`src/rtl/tcbm_drive_responder.sv`:
```
// Drive-side TCBM responder: synchronises host DAV/data and runs the 4-phase DAV/ACK handshake per byte.
// Optional host-wait timeout abort is enabled by defining TCBM_TIMEOUT_EN.
module tcbm_drive_responder #(
  parameter int SYNC_STAGES    = 2,
  parameter int TIMEOUT_CYCLES = 4095
) (
  input  logic       clock,
  input  logic       _reset,
  input  logic       dav_in,
  output logic       ack_out,
  input  logic [7:0] host_data_in,
  output logic [7:0] host_data_out,
  output logic       host_data_oe,
  output logic [1:0] status_out,
  input  logic       tx_mode,
  output logic [7:0] rx_data,
  output logic       rx_valid,
  input  logic       rx_ready,
  input  logic [7:0] tx_data,
  input  logic [1:0] tx_status,
  input  logic       tx_valid,
  output logic       tx_ready,
  input  logic [1:0] rx_status,
  output logic       busy,
  output logic       timeout_err
);

  typedef enum logic [2:0] {
    IDLE, RX_CAP, RX_HOLD, RX_ACK, TX_WAIT, TX_SETUP, TX_ACK, REL
  } state_t;

  state_t state, state_n;

  logic [SYNC_STAGES-1:0]      dav_sync;
  logic [SYNC_STAGES-1:0][7:0] data_sync;
  logic                        dav_s;
  logic [7:0]                  data_s;

  logic       ack_n, oe_n, rx_valid_n, tx_ready_n;
  logic [7:0] hdo_n, rx_data_n;
  logic [1:0] status_n;
  // armed records that DAV was seen released, so a DAV left low never starts a second byte
  logic       armed, armed_n;

`ifdef TCBM_TIMEOUT_EN
  localparam int CW = $clog2(TIMEOUT_CYCLES) + 1;
  logic [CW-1:0] tmo_cnt, tmo_cnt_n;
  logic          timeout_n;
  logic          tmo_wait;
`endif

  always_ff @(posedge clock) begin
    if (!_reset) begin
      dav_sync  <= '1;
      data_sync <= '1;
    end else begin
      dav_sync  <= {dav_sync[SYNC_STAGES-2:0], dav_in};
      data_sync <= {data_sync[SYNC_STAGES-2:0], host_data_in};
    end
  end

  assign dav_s  = dav_sync[SYNC_STAGES-1];
  assign data_s = data_sync[SYNC_STAGES-1];
  assign busy   = (state != IDLE);

  always_comb begin
    state_n    = state;
    ack_n      = ack_out;
    oe_n       = host_data_oe;
    hdo_n      = host_data_out;
    status_n   = status_out;
    rx_data_n  = rx_data;
    rx_valid_n = rx_valid;
    tx_ready_n = 1'b0;
    armed_n    = armed;
    case (state)
      IDLE: begin
        if (!dav_s && armed) begin
          armed_n = 1'b0;
          state_n = tx_mode ? TX_WAIT : RX_CAP;
        end else if (dav_s) begin
          armed_n = 1'b1;
        end
      end
      RX_CAP: begin
        rx_data_n  = data_s;
        rx_valid_n = 1'b1;
        state_n    = RX_HOLD;
      end
      RX_HOLD: begin
        // a host abort takes priority over a same-cycle accept
        if (dav_s) begin
          rx_valid_n = 1'b0;
          state_n    = IDLE;
        end else if (rx_ready) begin
          rx_valid_n = 1'b0;
          status_n   = rx_status;
          ack_n      = 1'b0;
          state_n    = RX_ACK;
        end
      end
      RX_ACK: begin
        if (dav_s) state_n = REL;
      end
      TX_WAIT: begin
        if (dav_s) begin
          state_n = IDLE;
        end else if (tx_valid) begin
          hdo_n      = tx_data;
          status_n   = tx_status;
          oe_n       = 1'b1;
          tx_ready_n = 1'b1;
          state_n    = TX_SETUP;
        end
      end
      TX_SETUP: begin
        ack_n   = 1'b0;
        state_n = TX_ACK;
      end
      TX_ACK: begin
        if (dav_s) begin
          oe_n    = 1'b0;
          state_n = REL;
        end
      end
      REL: begin
        ack_n   = 1'b1;
        state_n = IDLE;
        if (dav_s) armed_n = 1'b1;
      end
      default: state_n = IDLE;
    endcase

`ifdef TCBM_TIMEOUT_EN
    // only a state still waiting on the host this cycle can time out
    timeout_n = 1'b0;
    tmo_wait  = (state == RX_ACK) || (state == TX_WAIT) || (state == TX_ACK);
    if (tmo_wait && (state_n == state) && (tmo_cnt == CW'(TIMEOUT_CYCLES - 1))) begin
      state_n    = IDLE;
      oe_n       = 1'b0;
      ack_n      = 1'b1;
      rx_valid_n = 1'b0;
      armed_n    = 1'b0;
      timeout_n  = 1'b1;
    end
    if (state_n != state || !tmo_wait) tmo_cnt_n = '0;
    else                               tmo_cnt_n = tmo_cnt + CW'(1);
`endif
  end

  always_ff @(posedge clock) begin
    if (!_reset) begin
      state         <= IDLE;
      ack_out       <= 1'b1;
      host_data_oe  <= 1'b0;
      host_data_out <= 8'h00;
      status_out    <= 2'b00;
      rx_data       <= 8'h00;
      rx_valid      <= 1'b0;
      tx_ready      <= 1'b0;
      armed         <= 1'b0;
    end else begin
      state         <= state_n;
      ack_out       <= ack_n;
      host_data_oe  <= oe_n;
      host_data_out <= hdo_n;
      status_out    <= status_n;
      rx_data       <= rx_data_n;
      rx_valid      <= rx_valid_n;
      tx_ready      <= tx_ready_n;
      armed         <= armed_n;
    end
  end

`ifdef TCBM_TIMEOUT_EN
  always_ff @(posedge clock) begin
    if (!_reset) begin
      tmo_cnt     <= '0;
      timeout_err <= 1'b0;
    end else begin
      tmo_cnt     <= tmo_cnt_n;
      timeout_err <= timeout_n;
    end
  end
`else
  assign timeout_err = 1'b0;
`endif

endmodule

```
`config.mk`:
```
export PLATFORM = sky130hd
export DESIGN_NAME = tcbm_drive_responder
export DESIGN_NICKNAME = d
export VERILOG_FILES = /design/src/rtl/tcbm_drive_responder.sv
export SDC_FILE = /design/constraint.sdc
export NUM_CORES = 1
export LEC_CHECK = 0
export CAP_MARGIN = 20
export CORE_UTILIZATION = 48
export CTS_BUF_LIST = sky130_fd_sc_hd__clkbuf_4 sky130_fd_sc_hd__clkbuf_8
export DETAILED_ROUTE_END_ITERATION = 8
export HOLD_SLACK_MARGIN = 0.06
export PLACE_DENSITY = 0.83
export SLEW_MARGIN = 20
export SYNTH_ARGS = -nofsm -noshare
export SYNTH_HDL_FRONTEND = slang
export SYNTH_SLANG_ARGS = --single-unit
```
`constraint.sdc`:
```
create_clock -name clock -period 2 [get_ports clock]
set_clock_uncertainty 0.15 [all_clocks]
set_input_delay 0.4 -clock clock [delete_from_list [all_inputs] [get_ports clock]]
set_output_delay 0.4 -clock clock [all_outputs]
set_load 0.02 [all_outputs]
```
# Word level (Yosys, flattened, before mapping)

Index checks and enable logic that the tools add are counted.
W data, S select, Z words.

Bits in latches: 0
Input bits: 26
Register bits after elaboration: 44
Memories: 0
Memory bits (writable): 0
Memory bits (read-only): 0
Output and inout bits: 24

Divide/modulo/power cells: 0
Mux-type cells: 26
Bitwise gates (word level): 3
Reduce and logical (&&, ||, !) cells: 17
$mul: 0
Add/subtract/negate cells: 0
Shift operators: 0
Eq/ne operators: 16
$lt $le $gt $ge: 0

Operators by type and width:

| operator             | number |
|---|---|
| $mux W3              | 7 |
| $pmux W3 S7          | 1 |
| $eq A3 B3 Y1 const B | 4 |
| $ne A2 B2 Y1 const B | 6 |
| $mux W1              | 9 |
| $mux W2              | 4 |
| $reduce_and A4 Y1    | 2 |
| $reduce_bool A2 Y1   | 4 |
| $eq A3 B2 Y1 const B | 2 |
| $ne A3 B3 Y1 const B | 2 |
| $pmux W1 S2          | 3 |
| $reduce_and A3 Y1    | 2 |
| $reduce_bool A3 Y1   | 2 |
| $reduce_and A5 Y1    | 1 |
| $pmux W2 S2          | 1 |
| $eq A3 B1 Y1 const B | 1 |
| $logic_not A3 Y1     | 1 |
| $not A1 Y1           | 3 |
| $pmux W1 S3          | 1 |
| $reduce_or A3 Y1     | 1 |
| $ne A2 B1 Y1 const B | 1 |
| $reduce_and A2 Y1    | 1 |
| $reduce_or A2 Y1     | 1 |
| $logic_and A1 B1 Y1  | 1 |
| $logic_not A1 Y1     | 1 |

# Logic depth before layout (Yosys ltp)

Depth in word-level cells: 4
Mapped depth: 6

# Worst setup path before layout

OpenSTA, ideal clock, no wires.

Path kind: flip-flop to flip-flop
From: reg state[2]
To: reg state[0]
Cell stages (with the launch flop): 5
Data required time: 1.778 ns
Path slack: 0.517 ns
Arrival time: 1.262 ns
Cell sequence: dfxtp_1 buf_4 or3_1 o22ai_1 mux2i_1

Word-level cells in the longest chain between the ends: 4

RTL lines:

| what                                                | RTL line | source |
|---|---|---|
| from (decl)                                         | 32       | `state_t state, state_n;` |
| from (signal assigned)                              | 163      | `state <= state_n;` |
| $eq A3 B3 Y1 / $eq A3 B2 Y1 (equally long branches) | 76       | `case (state)` |
| $reduce_or A2 Y1 (no source line)                   | n/a      |  |
| $ne A2 B1 Y1 (no source line)                       | n/a      |  |
| $reduce_and A4 Y1 (no source line)                  | n/a      |  |

Parallel ways exist; a longest one is shown, timed or not.
A chain may end at the register's enable or synchronous reset.

# Worst setup path after layout

From: reg state[2]
To: out busy

Word-level cells in the longest chain between the ends: 1

RTL lines:

| what               | RTL line | source |
|---|---|---|
| $reduce_bool A3 Y1 | 64       | `assign busy = (state != IDLE);` |
| to (decl)          | 24       | `output logic busy,` |

Every way passes these cells.

==> results by group <==
Outcome
  – Status: finished clean

Setup path
  – Worst Setup Start Kind: register
  – Reg2reg start: state[2]$_SDFFE_PN0P_
  – Worst R2R Path Depth: 5
  – Crit path buf inv count: 1
  – Setup crit end kind: primary output
  – CP Data Required Time: 1.45 ns
  – CP peak stage delay: 0.39 ns
  – Critical path peak fanout: 2
  – Critical path type: register to primary output
  – Critical R2R Capture: status_out[1]$_SDFFE_PN0P_
  – Crit-path slowest cell: or3_1
  – Crit-path cells: or3_1, clkdlybuf4s15_1
  – R2R setup slack: 0.35 ns
  – Crit path max-delay family: simple AND/OR/NAND/NOR gates
  – Worst Path Arrival: 1.35 ns

Detailed routing
  – Routed WL per cell: 11.7 um
  – Detail Route Antenna Nets: 0
  – Drt total wl: 3040 um
  – Drc violations: 0
  – Drt first pass iters: 4
  – Initial DRC count: 24
  – DR vias/cell: 4.93
  – Via count: 1278

Yosys
  – Synth unique cells: 30
  – Mean Syn Cell Area: 9.99 sq um
  – Synth Instances: 165
  – Mapped cell area: 1650 sq um
  – Syn nets: 191
  – Yosys reg bits: 44
  – Sequential fraction of the synthesis area: 0.534
  – Syn. warnings: 0

Clock network
  – Later-pin clock latency in the skew report: 0.33 ns
  – Postcts setup bufs: 0
  – CTS tree: yes
  – Total clock sinks: 44
  – Clock Root Buffer: clkbuf_4
  – Clock Pin Slew Worst Setup and Hold Paths: 0.13 ns
  – H-tree depth: 2
  – TritonCTS Buffers: 5
  – Hold Buf Count CTS: 0
  – Clk buf depth: 2

Hold path
  – Hold path cells: 1
  – Worst Hold Class: register to register
  – Worst Hold Launch: dav_sync[0]$_SDFF_PN1_
  – Worst hold endpoint: dav_sync[1]$_SDFF_PN1_

Timing
  – Period utilization: 0.949
  – # setup viols final: 0
  – Setup TNS: 0 ns
  – Final worst setup slack: 0.101 ns
  – Fin. Hold Viols: 0
  – RSZ-0062 raised after global routing: false
  – Minimum clock period: 1.90 ns
  – Max-slew violation count: 0
  – Max Fclk: roughly 0.53 GHz
  – WHS: 0.257 ns

Placement
  – Routability Congestion: 0.732
  – Post-detail-place hpwl: 2250 um
  – Pre-CTS WS: 0.129 ns
  – IO Port Bufs: 48

Die
  – Die Footprint: 3670 sq um
  – Die W: 60.6 um
  – Row Count: 20
  – I/O pins: 50
  – Die Ht: between 60 and 70 um
  – Initial Util: 0.523
  – Core ar.: 3150 sq um

Global route
  – Initial antenna violation count: 0
  – Vias in the first global route: around 1200
  – Total GRT Usage: 0.180
  – GR Overflow Total: 0
  – Largest net degree at the start of global routing: 20
  – First-pass GRT wire length: a little under 5000 um

Power
  – Power consumption: 1.95 mW
  – Clock share of power: 0.295
  – Flop pwr share: 0.499
  – Power Internal: 1.45 mW
  – VDD IR max: 0.607 mV
  – Sw Ratio: 0.257
  – Net Switching: 0.501 mW
  – Combinational fraction of design power: 0.207
  – Pleak: 0.930 nW
  – Power Density: around 860 nW/um^2

Job
  – Max_cap viols: 0

Finish
  – Layout area overhead: 36.8%
  – Fin util: 0.715
  – Most common cell after layout, fill and taps aside: clkdlybuf4s50_1
  – Fill count: about 260
  – Fraction of layout cells with a size suffix above 1: 0.0837
  – Final nets: 240
  – ANT cells: 0
  – Most frequent cells in the layout: clkdlybuf4s50_1 (47), dfxtp_1 (44), nand2b_1 (20), nor2_1 (20), mux2i_1 (19)
cells in the mapped netlist:
cell type | instances | area [sq um]
a211o_1 | 1 | 8.76
a21oi_1 | 8 | 40.0
a311oi_1 | 1 | 8.76
a31oi_1 | 1 | 6.26
and2b_1 | 1 | 7.51
and3_1 | 1 | 6.26
buf_2 | 3 | 15.0
buf_4 | 4 | 30.0
clkbuf_1 | 5 | 18.8
conb_1 | 1 | 3.75
dfxtp_1 | 44 | 881
inv_1 | 4 | 15.0
mux2_2 | 2 | 22.5
mux2i_1 | 19 | 190
nand2_1 | 5 | 18.8
nand2b_1 | 20 | 125
nand3_1 | 1 | 5.00
nand3b_1 | 4 | 30.0
nor2_1 | 20 | 75.1
nor2_4 | 1 | 11.3
nor2b_1 | 3 | 18.8
nor3b_2 | 1 | 12.5
o2111ai_1 | 1 | 8.76
o21a_1 | 2 | 15.0
o21ai_0 | 6 | 30.0
o22ai_1 | 2 | 12.5
o31ai_1 | 1 | 7.51
o32a_1 | 1 | 10.0
or3_1 | 1 | 6.26
xor2_1 | 1 | 8.76
flip-flops by register name, indices dropped and copies added, names as in the netlist:
name	flops
rx_data	8
status_out	2
armed	1
dav_sync	2
tx_ready	1
ack_out	1
host_data_out	8
data_s	8
data_sync	8
state	3
host_data_oe	1
rx_valid	1
layer usage:
metal | share of wire | routed length [um] | track usage | up-vias
li1 | - | - | - | 646
met1 | 0.43 | 1300 | 0.203 | 582
met2 | 0.52 | 1570 | 0.314 | 46
met3 | 0.050 | 152 | 0.0512 | 4
met4 | 0.0069 | 21 | 0.0877 | 0
met5 | 0 | 0 | 0 | -
power groups by stage:
| stage | clock (mW) | combinational (mW) | sequential [mW] |
|---|---|---|---|
| CTS | 0.588 | 0.404 | 0.972 |
| floorplan | 0 | 0.202 | 1.03 |
| global placement | 0 | 0.394 | 0.989 |
| finish | 0.573 | 0.402 | 0.971 |
| global route | 0.631 | 0.435 | 0.979 |
| detailed placement | 0 | 0.406 | 0.992 |
worst max path at each step:
stage | startpoint | to | slack [ns] | cells past startpoint
floorplan | state[2]$_SDFFE_PN0P_ | state[0]$_SDFFE_PN0P_ | 0.52 | 4
global placement | rx_ready | status_out[1]$_SDFFE_PN0P_ | 0.19 | 5
detailed placement | rx_ready | status_out[1]$_SDFFE_PN0P_ | 0.13 | 5
CTS | state[2]$_SDFFE_PN0P_ | busy | 0.05 | 2
global route | state[2]$_SDFFE_PN0P_ | busy | 0.02 | 2
finish | state[2]$_SDFFE_PN0P_ | busy | 0.10 | 2
cell families (layout without fill, tap and decap cells):
family | count (synthesis) | after routing | share of synthesized area
buf+inv | 16 | 66 | 0.0478
mux | 21 | 21 | 0.129
simple gates | 58 | 58 | 0.192
xor+xnor | 1 | 1 | 0.00531
flops | 44 | 44 | 0.534
other cells | 1 | 1 | 0.00227
compound gates | 24 | 24 | 0.0895
cell type report:
cell class	instances	area, sq um	area share
repair buffers	54	526	0.233
well taps	44	55.1	0.0244
clock inverters	2	38.8	0.0172
multi-input cells	105	689	0.306
clock buffers	6	51.3	0.0227
flip-flops and latches	44	881	0.390
inverters	4	15.0	0.00666
stage by stage:
step / instance area (sq um) / cells
after global routing: 2260 / 259
after floorplan: 1650 / 165
after CTS: 2250 / 259
after global placement: 2170 / 251
after detailed placement: 2170 / 251
final: 2260 / 259
timing repair:
action                                  in CTS  in global routing
endpoints found under the setup margin       1                  1
hold endpoints to repair                     0                  0
resized for setup                            1                  1
(Power assumes the default switching activity.)
